## config.mk

```make
export PLATFORM = sky130hd
export DESIGN_NAME = regfile_sb
export DESIGN_NICKNAME = d
export VERILOG_FILES = /design/src/rtl/regfile_sb.sv
export SDC_FILE = /design/constraint.sdc
export NUM_CORES = 2
export LEC_CHECK = 0
export BUFFER_PORTS_ARGS = -buffer_cell sky130_fd_sc_hd__buf_2
export CELL_PAD_IN_SITES_DETAIL_PLACEMENT = 1
export CELL_PAD_IN_SITES_GLOBAL_PLACEMENT = 2
export CORE_MARGIN = 1.5
export CORE_UTILIZATION = 35
export DETAILED_ROUTE_END_ITERATION = 8
export PLACE_DENSITY_LB_ADDON = 0.1
export REMOVE_ABC_BUFFERS = 1
export SLEW_MARGIN = 30
export SYNTH_ARGS = -nofsm -noshare
export SYNTH_HDL_FRONTEND = slang
export SYNTH_SLANG_ARGS = --single-unit
```

## constraint.sdc

```tcl
create_clock -name clk -period 5.9 [get_ports clk]
set_input_delay 0 -clock clk [delete_from_list [all_inputs] [get_ports clk]]
set_output_delay 0 -clock clk [all_outputs]
set_load 0.005 [all_outputs]
```

## src/rtl/regfile_sb.sv

```systemverilog
// Multi-port register file with a per-register outstanding-write scoreboard.
// Optional same-cycle write-to-read bypass is enabled by defining REGFILE_BYPASS_EN.
module regfile_sb #(
  parameter int DW = 32,
  parameter int AW = 5,
  parameter int NR = 2,
  parameter int CW = 2
) (
  input  logic               clk,
  input  logic               reset,
  input  logic [NR*AW-1:0]   rd_addr,
  output logic [NR*DW-1:0]   rd_data,
  output logic [NR-1:0]      rd_busy,
  input  logic               w0_en,
  input  logic [AW-1:0]      w0_addr,
  input  logic [DW-1:0]      w0_data,
  input  logic               w1_en,
  input  logic [AW-1:0]      w1_addr,
  input  logic [DW-1:0]      w1_data,
  input  logic               alloc_en,
  input  logic [AW-1:0]      alloc_addr,
  output logic               alloc_full
);

  localparam int DEPTH = 2 ** AW;
  localparam logic [CW-1:0] CNT_MAX = {CW{1'b1}};

  // Register 0 is hardwired to zero, so no storage is kept for it.
  logic [DW-1:0] regs_q [1:DEPTH-1];
  logic [DW-1:0] regs_d [1:DEPTH-1];
  logic [CW-1:0] cnt_q  [1:DEPTH-1];
  logic [CW-1:0] cnt_d  [1:DEPTH-1];
  logic [1:0]    dec    [1:DEPTH-1];
  logic          inc    [1:DEPTH-1];

  logic w0_hit;
  logic w1_hit;
  logic alloc_hit;

  assign w0_hit     = w0_en && (w0_addr != '0);
  assign w1_hit     = w1_en && (w1_addr != '0);
  assign alloc_full = (alloc_addr != '0) && (cnt_q[alloc_addr] == CNT_MAX);
  assign alloc_hit  = alloc_en && (alloc_addr != '0) && !alloc_full;

  // Net counter change is inc - dec, clamped at zero; inc is blocked at max so no wrap.
  always_comb begin
    for (int r = 1; r < DEPTH; r++) begin
      inc[r] = alloc_hit && (alloc_addr == AW'(r));
      dec[r] = 2'(w0_hit && (w0_addr == AW'(r))) + 2'(w1_hit && (w1_addr == AW'(r)));
      regs_d[r] = regs_q[r];
      if (w0_hit && (w0_addr == AW'(r))) regs_d[r] = w0_data;
      if (w1_hit && (w1_addr == AW'(r))) regs_d[r] = w1_data;
      if (((CW+2)'(cnt_q[r]) + (CW+2)'(inc[r])) > (CW+2)'(dec[r]))
        cnt_d[r] = CW'((CW+2)'(cnt_q[r]) + (CW+2)'(inc[r]) - (CW+2)'(dec[r]));
      else
        cnt_d[r] = '0;
    end
  end

  always_ff @(posedge clk) begin
    if (reset) begin
      for (int r = 1; r < DEPTH; r++) begin
        regs_q[r] <= '0;
        cnt_q[r]  <= '0;
      end
    end else begin
      for (int r = 1; r < DEPTH; r++) begin
        regs_q[r] <= regs_d[r];
        cnt_q[r]  <= cnt_d[r];
      end
    end
  end

  for (genvar k = 0; k < NR; k++) begin : g_rd
    logic [AW-1:0] addr;
    logic [DW-1:0] data;
    logic          busy;

    assign addr = rd_addr[k*AW +: AW];

`ifdef REGFILE_BYPASS_EN
    // Busy uses the post-write count, so a releasing write clears it in its own cycle.
    assign data = (addr == '0)                  ? '0      :
                  (w1_hit && (w1_addr == addr)) ? w1_data :
                  (w0_hit && (w0_addr == addr)) ? w0_data :
                                                  regs_q[addr];
    assign busy = (addr != '0) && ((CW+2)'(cnt_q[addr]) > (CW+2)'(dec[addr]));
`else
    assign data = (addr == '0) ? '0 : regs_q[addr];
    assign busy = (addr != '0) && (cnt_q[addr] != '0);
`endif

    assign rd_data[k*DW +: DW] = data;
    assign rd_busy[k]          = busy;
  end

endmodule

```

---- Yosys cells after proc, flatten, opt, wreduce, memory -nomap -nowiden ----
Memories as Yosys holds them, arrays and structs flattened.
Index checks and enable logic that the tools add are counted.
Widths: inputs -> output; s select.
operators by class
  bitwise logic cells ..................... 62
  reductions and logical operators ........ 141
  $add $sub $neg .......................... 93
  order comparisons ....................... 31
  equal/unequal tests ..................... 125
  mux-type cells .......................... 160
operators with widths
  operator            count
  $mux 32             95
  $eq 5x5->1 const B  48
  $mux 2              62
  $eq 5x4->1 const B  24
  $logic_and 1x1->1   100
  $add 2x1->3         31
  $gt 3x2->1          31
  $add 1x1->2         31
  $ne 2x2->1 const B  31
  $or 1x1->1          62
  $reduce_and 2->1    31
  $sub 2x2->2         31
  $eq 5x3->1 const B  12
  $eq 5x2->1 const B  6
  $reduce_bool 5->1   5
  $eq 5x1->1 const B  3
  $logic_not 5->1     2
  $reduce_bool 2->1   2
  $mux 1              3
  $eq 2x2->1 const B  1
  $logic_not 1->1     1
word-level totals
  memories kept ........................... 2
  output and inout bits ................... 67
  flip-flop bits (word level) ............. 0
  bits in writable memories ............... 1054
  bits of input ports ..................... 94
memories
  memory  words  bits a word  read ports  clocked after memory_dff  write ports  RTL line  RTL
  regs_q  31     32           2           0                         31           29        logic [DW-1:0] regs_q [1:DEPTH-1];
  cnt_q   31     2            34          0                         31           31        logic [CW-1:0] cnt_q [1:DEPTH-1];

---- Depth between registers and ports, before layout ----
An unclocked memory read counts as a cell.
  word-level depth ........................ 10
  depth in mapped cells ................... 16
  gate-level depth less buffers ........... 12

---- Least setup slack after synthesis ----
OpenSTA, ideal clock, no wires.
  kind .................................... register to register
  start point ............................. mem cnt_q[5][1]
  end point ............................... mem cnt_q[10][1]
  library setup time ...................... 0.116 ns
  buffers on the path ..................... 1
  data required time ...................... 5.784 ns
  arrival ................................. 2.621 ns
  period minus slack after synthesis ...... 2.737 ns
  path slack .............................. 3.163 ns
  stages on the path, launching flop included .. 12
  path through ............................ dfxtp_1 -> mux4_1 -> nor2b_1 -> o21ai_0 -> a21oi_1 -> buf_2 -> nor3_1 -> ha_1 -> fa_1 -> o211ai_1 -> o21ai_0 -> and3b_1
RTL lines
  item         RTL line
  from (decl)  31

---- Worst setup path in the final report ----
  start point ............................. in rd_addr[2]
  end point ............................... out rd_data[5]
on the way
  word-level cells in the longest chain between the ends .. 2
  elaborated cells on any way between the ends .. 3
ends and longest elaborated chain
  item                                                     RTL line  RTL
  from (decl)                                              11        input logic [NR*AW-1:0] rd_addr,
  $mem_v2 31x32 / $logic_not 5->1 (equally long branches)  -
  $mux 32 (*)                                              89        assign data = (addr == '0) ? '0 : regs_q[addr];
  to (decl)                                                12        output logic [NR*DW-1:0] rd_data,
Every way passes the cells marked *; elsewhere a longest branch is shown, timed or not.

==> flow_metrics.env <==
export IMPL_outcome="complete, no violations"
export IMPL_worstSetupPathType="input port to output pin"
export IMPL_cts_num_sinks=1054
export IMPL_crit_path_start="rd_addr[2]"
export IMPL_p_per_area_nw_per_um2=269
export IMPL_dp_hpwl_mm=213
export IMPL_yosysMostFrequentCell="nand2_1"
export IMPL_core_area_um2=192000
export IMPL_fmax_mhz=287
export IMPL_p_total_mw=20.4
export IMPL_die_area_um2=196000
export IMPL_synthToLayoutAreaGrowth_pct=12.1
export IMPL_die_x_um=443
export IMPL_worst_pin_slew_ns=1.09
export IMPL_max_slew_margin_rel_pct=27.2
export IMPL_hold_worst_slack_ns=0.128
export IMPL_num_rows=161
export IMPL_dr_pass1_iters=8
export IMPL_final_core_util_pct=39.5
export IMPL_ys_flop_type="edfxtp_1"
export IMPL_synth_largest_area_cell="edfxtp_1"
export IMPL_start_util_pct=35.2
export IMPL_gp_routability_congestion=0.863
export IMPL_synth_cell_types=47
export IMPL_r2r_setup_slack_ns=2.66
export IMPL_cpMaxStageDelayCell="nand2b_4"
export IMPL_cp_arrival_ns=3.48
export IMPL_ant_nets=0
export IMPL_clkSlewWorstSetupHoldPaths_ns=0.05
export IMPL_grt_overflow=0
export IMPL_cts_buffer_depth=3
export IMPL_yosysSeqAreaShare_pct=45.8
export IMPL_synth_top_area_share_pct=44.0
export IMPL_routedWlPerCell_um=39.1
export IMPL_track_usage_pct=36.7
export IMPL_place_ws_ns=2.16
export IMPL_route_detailed_drc=0
export IMPL_p_leak_nw=28.7
export IMPL_setup_tns_ns=0
export IMPL_holdCritPathClass="input port to flip-flop"
export IMPL_synth_avg_cell_area_um2=9.71
export IMPL_slew_viol_final=0
export IMPL_required_ns=5.90
export IMPL_ios=161
export IMPL_clock_root_buffer="clkbuf_16"
export IMPL_dieHeight_um=443
export IMPL_synth_edf_count=992
export IMPL_routed_wl_mm=368
export IMPL_max_vdd_ir_drop_mv=0.206
export IMPL_antenna_found_initial=13
export IMPL_syn_area_um2=67700
export IMPL_busiest_layer="met2"
export IMPL_clock_latency_ns=0.81
export IMPL_slowest_delay_ns=0.99
export IMPL_cts_tree="done"
export IMPL_grt_pass1_vias=61500
export IMPL_use_met1_pct=50.2
export IMPL_finalHoldViolCount=0
export IMPL_place_area_um2=70500
export IMPL_nets=7056
export IMPL_instances_no_fill=9413
export IMPL_crit_path_end="rd_data[5]"
export IMPL_reg2reg_depth=10
export IMPL_period_share_pct=59.0
export IMPL_yosys_warnings=0
export IMPL_cp_end_kind="output pin"
export IMPL_timing_final_ws_setup_ns=2.42
export IMPL_cts_inserted_buffers=141
export IMPL_rr_endpoint="cnt_q[14][1]"
export IMPL_grtUsageMet3_pct=9.01
export IMPL_period_minus_slack_ns=3.48
export IMPL_async_reset_ff_share_pct=0
export IMPL_start_kind="input port"
export IMPL_final_cell_area_um2=75900
export IMPL_grt_max_degree=90
export IMPL_rsz0062_at_grt="no"
export IMPL_cts_resized=0
export IMPL_drive_above_1_share_pct=14.4
export IMPL_num_vias=61500
export IMPL_io_buffers=160
export IMPL_ys_top_cells_by_count="nand2_1, a21oi_1, edfxtp_1, clkbuf_1, mux4_2"
export IMPL_yosys_top_cells_area="edfxtp_1, nand2_1, mux4_2"
export IMPL_cp_cell_sequence="buf_6 -> nand2b_4 -> buf_4 -> o221ai_1 -> a21oi_1 -> o32ai_1 -> buf_2"
export IMPL_gr_usage_met2_pct=54.4
export IMPL_final_setup_viol_count=0
export IMPL_ys_ff_latch=1054
export IMPL_syn_inst=6979
export IMPL_path_max_fanout=44
export IMPL_htree_levels=4
export IMPL_vias_per_cell=6.54
export IMPL_dpl_cell_count=9054
export IMPL_finalClockSkew_ns=0.0210
export IMPL_drtIter0Drc=8050
export IMPL_maxCapViolations=0
export IMPL_grt_pass1_wl_mm=503
export IMPL_r2r_start="cnt_q[4][1]"
## power by group
group	total, mW	switching (mW)	internal (mW)
Sequential	8.89	0.249	8.64
Clock	8.45	3.65	4.80
Combinational	3.08	2.08	0.997
Total	20.4	5.98	14.4
## sequential cells by signal, summed over array words and instances (netlist names)
signal and count:
cnt_q 62, regs_q 992
## routing by layer
layer	share of wire (%)	vias up	wire length, um
met5	0.015	-	54
met4	5.1	8	18700
met3	10	742	38000
met2	43	3812	159000
met1	41	32200	152000
li1	-	24700	-
## cell families after synthesis
logic type      count (synthesis)  synth area share [%]
simple gates                 2533                  15.0
compound gates               1621                  13.9
flops                        1054                  45.8
buf+inv                       919                  5.33
mux                           666                  16.2
fa+ha+maj                     186                  3.78
## layout make-up
type / count / area (um2)
Antenna cell: 10 / 25.0
Clock buffer: 182 / 3780
Clock inverter: 62 / 502
Fill cell: 21300 / 116000
Inverter: 142 / 536
Multi-Input combinational cell: 5006 / 33600
Sequential cell: 1054 / 31000
Tap cell: 2526 / 3160
Timing Repair Buffer: 431 / 3350
## worst min path at each step
stage	from	to	slack, ns	cells past startpoint
after floorplan	reset	cnt_q[12][0]	0.08	1
after global placement	reset	cnt_q[7][0]	0.64	2
after detailed placement	reset	cnt_q[7][0]	0.64	2
after CTS	w0_addr[4]	cnt_q[3][0]	0.07	6
after global routing	w0_addr[4]	cnt_q[3][0]	0.13	6
final	w0_addr[4]	cnt_q[3][0]	0.13	6
## critical path, delay by kind of cell
family,cells,cell delay (ns)
buffers and inverters,3,1.29
AO/OA/AOI/OAI,3,1.05
AND/OR/NAND/NOR,1,0.99
## repair_timing
| item | CTS | global route |
|---|---|---|
| hold buffers | 103 | 0 |
| hold endpoints to repair | 998 | 0 |
| buffers inserted | 0 | 0 |
## placed cells by master (no fill, tap or decap), types with 10 or more instances in the layout
cell type / count
nand2_1: 2094
a21oi_1: 1108
edfxtp_1: 992
mux4_2: 340
mux2i_1: 323
ha_1: 155
buf_4: 155
buf_2: 151
clkbuf_16: 144
nor2_1: 132
a211oi_1: 132
o22ai_1: 128
inv_1: 116
dlygate4sd3_1: 103
nor3_1: 88
a211o_1: 65
o221ai_1: 64
dfxtp_1: 62
o32ai_1: 58
clkbuf_1: 35
o21ai_0: 34
and3b_1: 31
fa_1: 31
clkinv_1: 30
nand3_1: 29
nand2b_1: 28
clkinv_2: 25
nor2_4: 24
or2_2: 24
nand2b_2: 20
inv_2: 18
nand2b_4: 14
o211ai_1: 13
or2_4: 12
buf_12: 12
nor2b_1: 11
diode_2: 10
No activity file was read; power rests on OpenSTA's default activity.
